### src/rtl/isa_pkg.sv
// Mary/Shelley accumulator-stack ISA: opcodes, FSM states, select codes and the
// per-opcode memory/write-back control tables shared by the control units.
package isa_pkg;

  localparam logic [4:0] OP_APUT = 5'b00000;
  localparam logic [4:0] OP_SPUT = 5'b00001;
  localparam logic [4:0] OP_AADD = 5'b00010;
  localparam logic [4:0] OP_ASUB = 5'b00011;
  localparam logic [4:0] OP_SPEK = 5'b00100;
  localparam logic [4:0] OP_SPOP = 5'b00101;
  localparam logic [4:0] OP_RPOP = 5'b00110;
  localparam logic [4:0] OP_JIMM = 5'b00111;
  localparam logic [4:0] OP_JACC = 5'b01000;
  localparam logic [4:0] OP_JCMP = 5'b01001;
  localparam logic [4:0] OP_JFNC = 5'b01011;
  localparam logic [4:0] OP_LORR = 5'b01111;
  localparam logic [4:0] OP_LAND = 5'b10000;
  localparam logic [4:0] OP_BKAC = 5'b10101;
  localparam logic [4:0] OP_BKRA = 5'b10110;

  typedef enum logic [2:0] {
    ST_FETCH  = 3'd0,
    ST_DECODE = 3'd1,
    ST_EXEC   = 3'd2,
    ST_MEM    = 3'd3,
    ST_WB     = 3'd4,
    ST_TRAP   = 3'd7
  } state_e;

  typedef enum logic [1:0] {CLS_ALU, CLS_MEM, CLS_WB, CLS_ILL} class_e;

  localparam logic [2:0] PC_NEXT    = 3'b000;
  localparam logic [2:0] PC_IMM_IND = 3'b001;
  localparam logic [2:0] PC_IMM     = 3'b010;
  localparam logic [2:0] PC_ACC     = 3'b100;
  localparam logic [2:0] PC_ACC_IND = 3'b101;
  localparam logic [2:0] PC_CMP     = 3'b110;
  localparam logic [2:0] PC_CMP_IND = 3'b111;

  localparam logic [1:0] MARY_MEM = 2'b00;
  localparam logic [1:0] MARY_ALU = 2'b01;
  localparam logic [1:0] MARY_IMM = 2'b10;

  localparam logic [1:0] SP_DEC = 2'b01;
  localparam logic [1:0] SP_INC = 2'b10;

  localparam logic       RA_MEM = 1'b0;
  localparam logic       RA_PC  = 1'b1;

  localparam logic [2:0] MSRC_MARY  = 3'b000;
  localparam logic [2:0] MSRC_RA    = 3'b001;
  localparam logic [2:0] MDST_PC    = 3'b000;
  localparam logic [2:0] MDST_IMM   = 3'b010;
  localparam logic [2:0] MDST_SPDEC = 3'b011;
  localparam logic [2:0] MDST_SP    = 3'b100;

  typedef struct packed {
    logic       reg_we;
    logic       mary_we;
    logic       shelley_we;
    logic       comp_we;
    logic       ra_we;
    logic       sp_we;
    logic [1:0] mary_src;
    logic [1:0] sp_src;
    logic       shelley_src;
    logic       ra_src;
    logic       reg_dst;
    logic       reg_data;
  } wb_ctrl_t;

  typedef struct packed {
    logic       rd;
    logic       wr;
    logic [2:0] src;
    logic [2:0] dst;
  } mem_ctrl_t;

  function automatic wb_ctrl_t wb_table(input logic [4:0] op);
    wb_ctrl_t c;
    c = '0;
    case (op)
      OP_APUT: begin
        c.mary_we = 1'b1; c.mary_src = MARY_IMM; c.shelley_we = 1'b1;
      end
      OP_AADD, OP_ASUB: begin c.mary_we = 1'b1; c.mary_src = MARY_ALU; end
      OP_LORR, OP_LAND: c.comp_we = 1'b1;
      OP_SPUT: begin c.sp_we = 1'b1; c.sp_src = SP_DEC; end
      OP_SPEK: begin c.mary_we = 1'b1; c.mary_src = MARY_MEM; end
      OP_SPOP: begin
        c.mary_we = 1'b1; c.mary_src = MARY_MEM; c.sp_we = 1'b1; c.sp_src = SP_INC;
      end
      OP_RPOP: begin
        c.ra_we = 1'b1; c.ra_src = RA_MEM; c.sp_we = 1'b1; c.sp_src = SP_INC;
      end
      OP_JFNC: begin c.ra_we = 1'b1; c.ra_src = RA_PC; end
      default: ;
    endcase
    return c;
  endfunction

  function automatic mem_ctrl_t mem_table(input logic [4:0] op);
    mem_ctrl_t m;
    m = '0;
    case (op)
      OP_SPUT: begin m.wr = 1'b1; m.src = MSRC_MARY; m.dst = MDST_SPDEC; end
      OP_SPEK, OP_SPOP, OP_RPOP: begin m.rd = 1'b1; m.dst = MDST_SP; end
      OP_BKAC: begin m.wr = 1'b1; m.src = MSRC_MARY; m.dst = MDST_IMM; end
      OP_BKRA: begin m.wr = 1'b1; m.src = MSRC_RA; m.dst = MDST_IMM; end
      default: ;
    endcase
    return m;
  endfunction

  function automatic logic [2:0] alu_table(input logic [4:0] op);
    case (op)
      OP_AADD: return 3'b010;
      OP_ASUB: return 3'b011;
      OP_LORR: return 3'b001;
      default: return 3'b000;
    endcase
  endfunction

endpackage

### src/rtl/mcu_decode.sv
// Combinational opcode classifier: instruction class, memory access, write-back
// enables/selects, ALU operation and jump target select for the current opcode.
module mcu_decode
  import isa_pkg::*;
#(
  parameter int unsigned OPCODE_W = 5,
  parameter int unsigned ALUOP_W  = 3
) (
  input  logic [OPCODE_W-1:0] opcode_i,
  input  logic                flagbit_i,
  output class_e              cls_o,
  output mem_ctrl_t           mem_o,
  output wb_ctrl_t            wb_o,
  output logic [ALUOP_W-1:0]  aluop_o,
  output logic [2:0]          pcsrc_o,
  output logic                jcmp_o
);

  logic [4:0] op;
  logic       hi_nz;

  assign op    = opcode_i[4:0];
  assign hi_nz = (opcode_i >> 5) != '0;

  always_comb begin
    cls_o   = CLS_ILL;
    pcsrc_o = PC_NEXT;
    jcmp_o  = 1'b0;
    case (op)
      OP_AADD, OP_ASUB, OP_LORR, OP_LAND: cls_o = CLS_ALU;
      OP_SPUT, OP_SPEK, OP_SPOP, OP_RPOP, OP_BKAC, OP_BKRA: cls_o = CLS_MEM;
      OP_APUT: cls_o = CLS_WB;
      OP_JIMM, OP_JFNC: begin
        cls_o   = CLS_WB;
        pcsrc_o = flagbit_i ? PC_IMM_IND : PC_IMM;
      end
      OP_JACC: begin
        cls_o   = CLS_WB;
        pcsrc_o = flagbit_i ? PC_ACC_IND : PC_ACC;
      end
      OP_JCMP: begin
        cls_o   = CLS_WB;
        pcsrc_o = flagbit_i ? PC_CMP_IND : PC_CMP;
        jcmp_o  = 1'b1;
      end
      default: ;
    endcase
    if (hi_nz) cls_o = CLS_ILL;
  end

  assign mem_o   = mem_table(op);
  assign wb_o    = wb_table(op);
  assign aluop_o = ALUOP_W'(alu_table(op));

endmodule

### src/rtl/multicycle_control_unit.sv
// Multicycle control FSM: FETCH/DECODE/EXEC/MEM/WB sequencing with memory
// handshake stalls, fetch timeout and a sticky trap on illegal opcodes.
module multicycle_control_unit
  import isa_pkg::*;
#(
  parameter int unsigned OPCODE_W      = 5,
  parameter int unsigned ALUOP_W       = 3,
  parameter int unsigned FETCH_TIMEOUT = 15
) (
  input  logic                CLK,
  input  logic                Reset,
  input  logic [OPCODE_W-1:0] OPCODE,
  input  logic                flagbit,
  input  logic                comp,
  input  logic                mem_ready,
  output logic                IRWrite,
  output logic                MemRead,
  output logic                MemWrite,
  output logic [2:0]          MemSrc,
  output logic [2:0]          MemDst,
  output logic                RegWrite,
  output logic                MaryWrite,
  output logic                ShelleyWrite,
  output logic                CompWrite,
  output logic                RAWrite,
  output logic                PCWrite,
  output logic                SPWrite,
  output logic [1:0]          MarySrc,
  output logic [1:0]          SPSrc,
  output logic                ShelleySrc,
  output logic                RASrc,
  output logic                RegDst,
  output logic                RegData,
  output logic                SrcA,
  output logic                SrcB,
  output logic [2:0]          PCSrc,
  output logic [ALUOP_W-1:0]  ALUOP,
  output logic [2:0]          state,
  output logic                illegal
);

  localparam int unsigned    CNT_W      = (FETCH_TIMEOUT > 1) ? $clog2(FETCH_TIMEOUT) : 1;
  localparam bit             TIMEOUT_EN = (FETCH_TIMEOUT != 0);
  localparam logic [CNT_W-1:0] CNT_LIMIT = CNT_W'(FETCH_TIMEOUT - 1);

  state_e             state_q, state_d;
  logic [CNT_W-1:0]   cnt_q, cnt_d;
  logic               illegal_q;
  logic               mem_rd_q, mem_wr_q;
  logic [2:0]         mem_src_q, mem_dst_q;
  wb_ctrl_t           wb_q;
  logic               pc_we_q, jcmp_q;
  logic [2:0]         pcsrc_q;
  logic [ALUOP_W-1:0] aluop_q;
  logic               srca_q, srcb_q;

  class_e             dec_cls;
  mem_ctrl_t          dec_mem;
  wb_ctrl_t           dec_wb;
  logic [ALUOP_W-1:0] dec_aluop;
  logic [2:0]         dec_pcsrc;
  logic               dec_jcmp;

  mcu_decode #(.OPCODE_W(OPCODE_W), .ALUOP_W(ALUOP_W)) u_decode (
    .opcode_i  (OPCODE),
    .flagbit_i (flagbit),
    .cls_o     (dec_cls),
    .mem_o     (dec_mem),
    .wb_o      (dec_wb),
    .aluop_o   (dec_aluop),
    .pcsrc_o   (dec_pcsrc),
    .jcmp_o    (dec_jcmp)
  );

  always_comb begin
    state_d = state_q;
    cnt_d   = cnt_q;
    case (state_q)
      ST_FETCH: begin
        if (mem_ready) begin
          state_d = ST_DECODE;
          cnt_d   = '0;
        end else if (TIMEOUT_EN && cnt_q == CNT_LIMIT) begin
          state_d = ST_TRAP;
        end else begin
          cnt_d = cnt_q + CNT_W'(1);
        end
      end
      ST_DECODE: begin
        case (dec_cls)
          CLS_ALU: state_d = ST_EXEC;
          CLS_MEM: state_d = ST_MEM;
          CLS_WB:  state_d = ST_WB;
          default: state_d = ST_TRAP;
        endcase
      end
      ST_EXEC: state_d = ST_WB;
      ST_MEM:  if (mem_ready) state_d = ST_WB;
      ST_WB:   state_d = ST_FETCH;
      default: state_d = ST_TRAP;
    endcase
  end

  // Outputs are loaded on the transition into the state that owns them, so each
  // appears on the first cycle of that state and write enables last one cycle.
  always_ff @(posedge CLK or posedge Reset) begin
    if (Reset) begin
      state_q   <= ST_FETCH;
      cnt_q     <= '0;
      illegal_q <= 1'b0;
      mem_rd_q  <= 1'b0;
      mem_wr_q  <= 1'b0;
      mem_src_q <= '0;
      mem_dst_q <= '0;
      wb_q      <= '0;
      pc_we_q   <= 1'b0;
      jcmp_q    <= 1'b0;
      pcsrc_q   <= PC_NEXT;
      aluop_q   <= '0;
      srca_q    <= 1'b0;
      srcb_q    <= 1'b0;
    end else begin
      state_q <= state_d;
      cnt_q   <= cnt_d;
      wb_q    <= '0;
      pc_we_q <= 1'b0;
      if (state_q == ST_WB) begin
        pcsrc_q <= PC_NEXT;
        jcmp_q  <= 1'b0;
      end
      if (state_q == ST_DECODE && state_d == ST_EXEC) begin
        aluop_q <= dec_aluop;
        srca_q  <= 1'b0;
        srcb_q  <= ~flagbit;
      end
      if (state_q == ST_DECODE && state_d == ST_MEM) begin
        mem_rd_q  <= dec_mem.rd;
        mem_wr_q  <= dec_mem.wr;
        mem_src_q <= dec_mem.src;
        mem_dst_q <= dec_mem.dst;
      end
      if (state_q == ST_MEM && state_d == ST_WB) begin
        mem_rd_q  <= 1'b0;
        mem_wr_q  <= 1'b0;
        mem_src_q <= '0;
        mem_dst_q <= '0;
      end
      if (state_q != ST_WB && state_d == ST_WB) begin
        wb_q    <= dec_wb;
        pc_we_q <= 1'b1;
        pcsrc_q <= dec_pcsrc;
        jcmp_q  <= dec_jcmp;
      end
      if (state_d == ST_TRAP) illegal_q <= 1'b1;
    end
  end

  // Fetch strobe and IR load follow the state directly; JCMP falls back to PC+2
  // on the comparison flag as seen during WB itself.
  assign MemRead      = mem_rd_q | (state_q == ST_FETCH && !Reset);
  assign IRWrite      = (state_q == ST_FETCH) && mem_ready && !Reset;
  assign MemWrite     = mem_wr_q;
  assign MemSrc       = mem_src_q;
  assign MemDst       = mem_dst_q;
  assign RegWrite     = wb_q.reg_we;
  assign MaryWrite    = wb_q.mary_we;
  assign ShelleyWrite = wb_q.shelley_we;
  assign CompWrite    = wb_q.comp_we;
  assign RAWrite      = wb_q.ra_we;
  assign SPWrite      = wb_q.sp_we;
  assign MarySrc      = wb_q.mary_src;
  assign SPSrc        = wb_q.sp_src;
  assign ShelleySrc   = wb_q.shelley_src;
  assign RASrc        = wb_q.ra_src;
  assign RegDst       = wb_q.reg_dst;
  assign RegData      = wb_q.reg_data;
  assign PCWrite      = pc_we_q;
  assign PCSrc        = (jcmp_q && !comp) ? PC_NEXT : pcsrc_q;
  assign ALUOP        = aluop_q;
  assign SrcA         = srca_q;
  assign SrcB         = srcb_q;
  assign state        = state_q;
  assign illegal      = illegal_q;

endmodule

### config.mk
export PLATFORM = sky130hd
export DESIGN_NAME = multicycle_control_unit
export DESIGN_NICKNAME = d
export VERILOG_FILES = /design/src/rtl/isa_pkg.sv /design/src/rtl/mcu_decode.sv /design/src/rtl/multicycle_control_unit.sv
export SDC_FILE = /design/constraint.sdc
export NUM_CORES = 1
export LEC_CHECK = 0
export CAP_MARGIN = 5
export CORE_MARGIN = 8
export CORE_UTILIZATION = 35
export CTS_BUF_LIST = sky130_fd_sc_hd__clkbuf_8 sky130_fd_sc_hd__clkbuf_16
export CTS_CLUSTER_DIAMETER = 120
export DETAILED_ROUTE_END_ITERATION = 7
export PLACE_DENSITY_LB_ADDON = 0.08
export REMOVE_ABC_BUFFERS = 1
export SLEW_MARGIN = 20
export SYNTH_ARGS = -nofsm -noshare
export SYNTH_HDL_FRONTEND = slang
export SYNTH_SLANG_ARGS = --single-unit
### constraint.sdc
create_clock -name CLK -period 4.7 [get_ports CLK]
set_clock_uncertainty 0.15 [all_clocks]
set_input_delay 1.175 -clock CLK [delete_from_list [all_inputs] [get_ports CLK]]
set_output_delay 1.175 -clock CLK [all_outputs]
set_load 0.01 [all_outputs]
; ---- Word-level counts from Yosys, hierarchy flattened
; Cells that the tools add are included.
; Widths: inputs -> output; s select.
[op_classes]
n_reduce_logical = 29
n_bitwise = 2
n_mux = 40
addsub = 1
n_eq_ne = 27
[ops]
columns = op, n
row1 = $mux 3, 10
row2 = $pmux 3 s3, 3
row3 = $eq 5x3->1 const B, 4
row4 = $eq 5x4->1 const B, 4
row5 = $mux 1, 17
row6 = $eq 5x5->1 const B, 3
row7 = $pmux 3 s5, 1
row8 = $reduce_or 2->1, 7
row9 = $mux 13, 1
row10 = $eq 3x2->1 const B, 4
row11 = $pmux 2 s3, 2
row12 = $eq 5x2->1 const B, 2
row13 = $reduce_or 5->1, 2
row14 = $eq 3x3->1 const B, 3
row15 = $logic_and 1x1->1, 8
row16 = $mux 4, 2
row17 = $pmux 2 s2, 2
row18 = $pmux 4 s2, 1
row19 = $reduce_or 3->1, 2
row20 = $reduce_or 6->1, 1
row21 = $eq 5x1->1 const B, 1
row22 = $logic_not 5->1, 1
row23 = $add 4x1->4 const B, 1
row24 = $eq 4x4->1 const B, 1
row25 = 14 further kinds, 16
[word_totals]
register_bits = 39
word_cells = 123
output_inout_bits = 36

; ---- Logic depth before layout (Yosys ltp)
; Gate-level depths: netlist of the first run.
[logic_depth]
word_depth = 10
mapped_depth = 9

; ---- Cells and area by module
; Synthesis of the first run repeated with hierarchy kept, for this count alone.
[hier_totals]
cells_unflattened = 218
hier_area_um2 = 2108.3
[by_module_without_submodules]
columns = module, area_per_inst_um2, n_inst, cells_each, seq_area_each_um2
row1 = multicycle_control_unit, 1685.4, 1, 150, 975.9
row2 = mcu_decode, 422.9, 1, 68, 0.0

; ---- Worst setup path after synthesis of the first run
; No wires, ideal clock.
[synth_path]
path_type = input-to-output
startpoint = input Reset
endpoint = output MemRead
path_slack_ns = 1.273
required_time_ns = 3.375
t_arrival_ns = 2.102
stages = 2
cell_sequence = inv_1 -> a21o_1
[synth_between]
elab_chain_len = 3
[synth_rtl]
columns = element, line
row1 = start: declaration, multicycle_control_unit.sv:11  ; input logic Reset,
row2 = $logic_not 1->1, multicycle_control_unit.sv:160  ; assign MemRead = mem_rd_q | (state_q == ST_FETCH && !Reset);
row3 = $logic_and 1x1->1, multicycle_control_unit.sv:160
row4 = $or 1x1->1, multicycle_control_unit.sv:160
row5 = end: declaration, multicycle_control_unit.sv:17  ; output logic MemRead,
; No other way between the ends.

; ---- Worst setup path in the final report of the first run
[layout_path]
startpoint = input mem_ready
endpoint = output IRWrite
[layout_between]
elab_chain_len = 2
[layout_rtl]
columns = element, line
row1 = start: declaration, multicycle_control_unit.sv:15  ; input logic mem_ready,
row2 = $logic_and 1x1->1 (2 in series), multicycle_control_unit.sv:161  ; assign IRWrite = (state_q == ST_FETCH) && mem_ready && !Reset;
row3 = end: declaration, multicycle_control_unit.sv:16  ; output logic IRWrite,
; No other way between the ends.

==> flow_metrics.py, run 1 <==
metrics = {
    "sta": {
        "fin_crit_sh_pct": 84.6,
        "fin_crit_ns": 3.97,
        "finalHoldViolations": 0,
        "setup-tns-final_ns": 0,
        "max_freq_mhz": 252,
        "setup-violations-final": 0,
        "rsz0062_at_grt": "no",
        "tightest_slew_ns": 0.584,
        "slew_violations": 0,
        "maxSlewHeadroom_pct": 61.0,
    },
    "clocking": {
        "clock_latency_ns": 0.28,
        "cts_made_buffers": 5,
        "cts_hold_buffers": 0,
        "ctsRootBufferMaster": "clkbuf_8",
        "cts_tree": "done",
        "cts_max_level": 2,
        "clockBufferDepth": 2,
        "postCtsResizedCells": 0,
        "post_cts_buffers": 0,
        "cts_num_sinks": 32,
        "clkTransAtPathRegs_ns": 0.06,
    },
    "detailed_routing": {
        "ant_nets": 0,
        "vias_per_cell": 4.96,
        "drt_pre_antenna_iters": 4,
        "post-route-drc-count": 0,
        "routedWlPerCell_um": 14.6,
        "vias": 1498,
        "drt-initial-drc-count": 57,
        "totalWireLength_mm": 4.41,
    },
    "finish": {
        "fillers": 514,
        "nets": 243,
        "synthToLayoutAreaGrowth_pct": 26.6,
        "utilization_pct": 45.5,
        "final_layout_size_suffix_gt1_share_pct": 9.05,
        "antenna_cells": 0,
        "fin_area_um2": 2310,
        "layout.cells.non_filler": 302,
    },
    "run": {
        "maxCapViolCount": 0,
    },
    "run_status": {
        "status": "complete, no violations",
    },
    "yosys": {
        "synth_cells": 195,
        "synth_ff_type": "dfrtp_1",
        "synth-edff-count": 0,
        "syn_avg_cell_area_um2": 9.35,
        "synth.yosys.seq_area_share_pct": 43.9,
        "yosysWarnings": 0,
        "synth_cell_type_count": 46,
        "synthArstFlopShare_pct": 100,
        "ys_ff_latch": 32,
        "syn_area_um2": 1820,
    },
    "setup_path": {
        "critical_path.most_common_cell": "clkdlybuf4s50_1",
        "cp_slowest_cell": "clkdlybuf4s50_1",
        "crit_path_max_incr_delay_ns": 0.60,
        "start_kind": "primary input",
        "cp_cell_sequence": "clkdlybuf4s50_1, inv_1, nor3_1, clkdlybuf4s50_1",
        "cp-end-kind": "output port",
        "cp_max_fo": 8,
        "crit_type": "primary input to output port",
        "arrival_ns": 2.65,
        "cp.required_ns": 3.38,
    },
    "global_route": {
        "gr-total-overflow": 0,
        "antenna_found_initial": 0,
        "grt_pass1_wl_mm": 7.36,
        "grt_max_degree": 33,
        "grt_pass1_vias": 1508,
        "grt_usage_pct": 12.1,
    },
    "pwr": {
        "p_leak_uw": 0.00103,
        "vdd_drop_max_v": 0.000113,
        "p_per_area_nw_per_um2": 257,
    },
    "die": {
        "core_area_um2": 5070,
        "io_pins": 46,
        "start_util_pct": 35.9,
        "die_y_um": 88.2,
        "die_w_um": 88.2,
        "num_rows": 26,
        "dieArea_um2": 7770,
    },
    "place": {
        "dp_hpwl_mm": 3.29,
        "place_area_um2": 2210,
        "dp.cells": 294,
        "place_congestion": 0.817,
        "io_buffers": 37,
    },
    "hold_path": {
        "hold_class": "register to register",
    },
}
==> sequential cells by signal, indices dropped and copies added (netlist names) <==
register,flops
CompWrite,1
illegal,1
jcmp_q,1
RAWrite,1
MemDst,3
SPWrite,1
MarySrc,2
MemSrc,1
cnt_q,4
MaryWrite,1
RASrc,1
ShelleyWrite,1
mem_rd_q,1
SPSrc,2
pcsrc_q,3
ALUOP,2
SrcB,1
MemWrite,1
state,3
PCWrite,1
==> metal layers <==
metal	up-vias	global-route usage [%]	routed length, um	share of wire [%]
li1	739	-	-	-
met1	721	14.6	1990	45
met2	33	19.5	2120	48
met3	5	4.03	252	5.7
met4	0	4.61	46	1.0
met5	-	0	0	0
==> stage by stage <==
step                worst slack (ns)  total power (uW)  hold WS, ns
floorplan                       1.27               335        0.343
global placement               0.741               376        0.294
detailed placement             0.708               377        0.298
CTS                            0.710               603        0.313
global route                   0.643               623        0.348
finish                         0.725               593        0.306
==> synthesized netlist by cell type (5+ instances only) <==
cell,n,share of area (%)
nor2_1,7,1.4
buf_4,9,3.7
nand2_1,26,5.4
inv_1,11,2.3
mux2i_1,12,6.6
o21ai_0,6,1.6
a21oi_1,12,3.3
nor3_1,8,2.2
nand3_1,6,1.6
nand2b_1,6,2.1
dfrtp_1,32,44
buf_2,5,1.4
==> cell families (layout without fill, tap and decap cells) <==
logic type	Yosys count	in the layout	synth area share, %
simple gates	80	80	23.7
compound gates	38	38	15.0
flops	32	32	43.9
buf+inv	29	59	8.58
mux	13	13	7.21
fa+ha+maj	2	2	1.37
other cells	1	8	0.206
==> where the power goes <==
group	leakage [uW]	internal, uW	switching, uW
logic	0.000599	37.3	45.9
registers	0.000380	284	3.75
clock network	0.0000510	117	105
total	0.00103	438	155
==> placed cells by master, fill, tap and decap left out, drive strengths merged, types with 2 or more instances in the layout <==
master         instances
nor4                   6
and2                   3
nand3                  7
o211ai                 2
o22ai                  2
o31a                   2
clkbuf                 6
a31oi                  2
clkinv                 2
mux2i                 12
conb                   8
or3                    4
nor2b                  3
nor3b                  2
nor3                   9
dfrtp                 32
a21oi                 12
a21o                   4
nand3b                 3
ha                     2
nand2                 27
nor2                   7
o21ai                  7
inv                   11
clkdlybuf4s50         37
nand2b                 6
buf                    3
==> critical path: cells and delay by family <==
family | cells | cell delay, ns
buffers and inverters | 3 | 1.28
and+or+nand+nor | 1 | 0.20
==> worst paths after layout <==
check / depth (start not counted) / slack [ns] / startpoint / endpoint
max: 4 / 0.73 / mem_ready / IRWrite
min: 1 / 0.31 / illegal / illegal
max reg2reg: 6 / 2.40 / state[0] / MemDst[0]
min reg2reg: 1 / 0.31 / illegal / illegal
max in group asynchronous: 3 / 2.87 / Reset / SPSrc[1]
min in group asynchronous: 3 / 1.23 / Reset / MemDst[2]
==> cell type report <==
cell class | count | area (um2) | share of cell area, %
Multi-Input combinational cell | 141 | 892 | 38.7
Sequential cell | 32 | 801 | 34.7
Timing Repair Buffer | 40 | 393 | 17.0
Tap cell | 70 | 87.6 | 3.80
Clock buffer | 6 | 82.6 | 3.58
Inverter | 11 | 41.3 | 1.79
Clock inverter | 2 | 10.0 | 0.434
No activity file was read; power rests on OpenSTA's default activity.
==> run 2, diff against run 1 <==
==> constraint.sdc (replaced) <==
create_clock -name CLK -period 4.01 [get_ports CLK]
set_clock_uncertainty 0.15 [all_clocks]
set_input_delay 1.0025 -clock CLK [delete_from_list [all_inputs] [get_ports CLK]]
set_output_delay 1.0025 -clock CLK [all_outputs]
set_load 0.01 [all_outputs]
==> run 2 against run 1 <==
  * Global-route usage is 0.21 points higher
  * Routed wire length is 0.82% lower
  * Combinational power is 20% higher
  * Clock power is 33% higher
==> flow_metrics.py, run 2 (synthesis results as in run 1) <==
metrics = {
    "setup_path": {
        "crit_type": "primary input to output port",
        "start_kind": "primary input",
        "cp-end-kind": "output port",
        "critical_path_buf_inv_count": 3,
        "cp_max_fo": 8,
        "r2r_slack_ns": 1.73,
        "crit_path_max_incr_delay_ns": 0.60,
        "cp_slowest_cell": "clkdlybuf4s50_1",
        "arrival_ns": 2.49,
        "cp_cell_sequence": "clkdlybuf4s50_1, inv_1, nor3_1, clkdlybuf4s50_1",
        "cp.required_ns": 2.86,
        "critical_path.most_common_cell": "clkdlybuf4s50_1",
        "cpLargestDelayFamily": "buffers and inverters",
    },
    "clocking": {
        "cts_made_buffers": 5,
        "clkTransAtPathRegs_ns": 0.06,
        "postCtsResizedCells": 0,
        "post_cts_buffers": 0,
        "clockBufferDepth": 2,
        "cts_max_level": 2,
        "clock_latency_ns": 0.28,
        "ctsRootBufferMaster": "clkbuf_8",
        "cts_num_sinks": 32,
        "cts_tree": "done",
        "cts_hold_buffers": 0,
    },
    "global_route": {
        "antenna_found_initial": 0,
        "grt_pass1_wl_mm": 7.51,
        "grt_usage_pct": 12.3,
        "grt_pass1_vias": 1549,
        "grt_max_degree": 33,
        "gr-total-overflow": 0,
    },
    "sta": {
        "fin_crit_ns": 3.64,
        "maxSlewHeadroom_pct": 59.8,
        "finalHoldViolations": 0,
        "max_freq_mhz": 275,
        "setup-tns-final_ns": 0,
        "tightest_slew_ns": 0.601,
        "slew_violations": 0,
        "rsz0062_at_grt": "no",
        "fin_crit_sh_pct": 90.7,
        "setup-violations-final": 0,
    },
    "pwr": {
        "p_leak_uw": 0.00105,
        "vdd_drop_max_v": 0.000120,
        "power_uw": 733,
        "p_per_area_nw_per_um2": 314,
    },
    "finish": {
        "largest_reg_flops": 4,
        "layout_commonest_cell": "clkdlybuf4s50_1",
        "synthToLayoutAreaGrowth_pct": 28.2,
        "final_layout_size_suffix_gt1_share_pct": 9.40,
        "max_flop_register": "cnt_q",
        "final_cell_mix": "37 x clkdlybuf4s50_1, 32 x dfrtp_1, 26 x nand2_1",
        "nets": 245,
        "layout.cells.non_filler": 304,
        "antenna_cells": 0,
    },
    "place": {
        "io_buffers": 37,
        "place_congestion": 0.840,
        "dp.cells": 296,
        "dp_hpwl_mm": 3.31,
    },
    "detailed_routing": {
        "drt_pre_antenna_iters": 4,
        "vias": 1505,
        "post-route-drc-count": 0,
        "vias_per_cell": 4.95,
        "totalWireLength_mm": 4.37,
        "ant_nets": 0,
        "drt-initial-drc-count": 88,
        "routedWlPerCell_um": 14.4,
    },
    "die": {
        "io_pins": 46,
        "dieArea_um2": 7770,
        "num_rows": 26,
        "core_area_um2": 5070,
        "die_w_um": 88.2,
        "die_y_um": 88.2,
        "start_util_pct": 35.9,
    },
    "hold_path": {
        "hold_class": "register to register",
    },
    "run_status": {
        "status": "complete, no violations",
    },
    "run": {
        "maxCapViolCount": 0,
    },
}
run 2: cell types whose count changed in the layout (fill, tap and decap cells not counted), sizes merged:
cell    before  now
inv         11   12
clkinv       2    1
clkbuf       6    5
bufinv       0    1
buf          3    5
run 2: metrics by stage:
step	area, um2	util [%]	hold slack [ns]	setup slack, ns
floorplan	1730	-	0.343	0.928
global placement	2230	43.9	0.291	0.399
detailed placement	2230	43.9	0.303	0.344
CTS	2340	46.1	0.319	0.346
global route	2340	46.1	0.338	0.254
finish	2340	46.1	0.318	0.371
run 2: area by class of cell:
| cell class | instances | area [um2] |
|---|---|---|
| repair buffers | 42 | 408 |
| flip-flops and latches | 32 | 801 |
| well taps | 70 | 87.6 |
| fillers | 507 | 2740 |
| clock buffers | 5 | 68.8 |
| clock inverters | 3 | 38.8 |
| inverters | 11 | 41.3 |
| multi-input cells | 141 | 892 |
run 2: power breakdown:
part	leakage [uW]	switching (uW)	internal (uW)	total, uW
registers	0.000380	4.62	333	338
clock network	0.0000593	114	182	296
logic	0.000608	55.0	44.9	99.8
total	0.00105	174	560	733
run 2: routing by layer:
| metal | GRT usage (%) | part of all wire, % | vias up |
|---|---|---|---|
| met5 | 0 | 0 | - |
| met4 | 4.30 | 1.6 | 0 |
| met3 | 4.78 | 6.2 | 8 |
| met2 | 19.0 | 47 | 41 |
| met1 | 15.3 | 46 | 713 |
| li1 | - | - | 743 |
run 2: worst paths after layout:
path                       startpoint   endpoint  cells after the start
max                         mem_ready    IRWrite                      4
min                           illegal    illegal                      1
max reg2reg                  cnt_q[0]   ALUOP[0]                      7
min reg2reg                   illegal    illegal                      1
max in group asynchronous       Reset  CompWrite                      3
min in group asynchronous       Reset   cnt_q[2]                      3
run 2: worst register-to-register path: cells and delay by family, from the launching register on:
family          cells  cell delay, ns
compound gates      2            0.53
simple gates        2            0.45
flops               1            0.41
mux                 1            0.34
fa+ha+maj           1            0.21
buf+inv             1            0.08
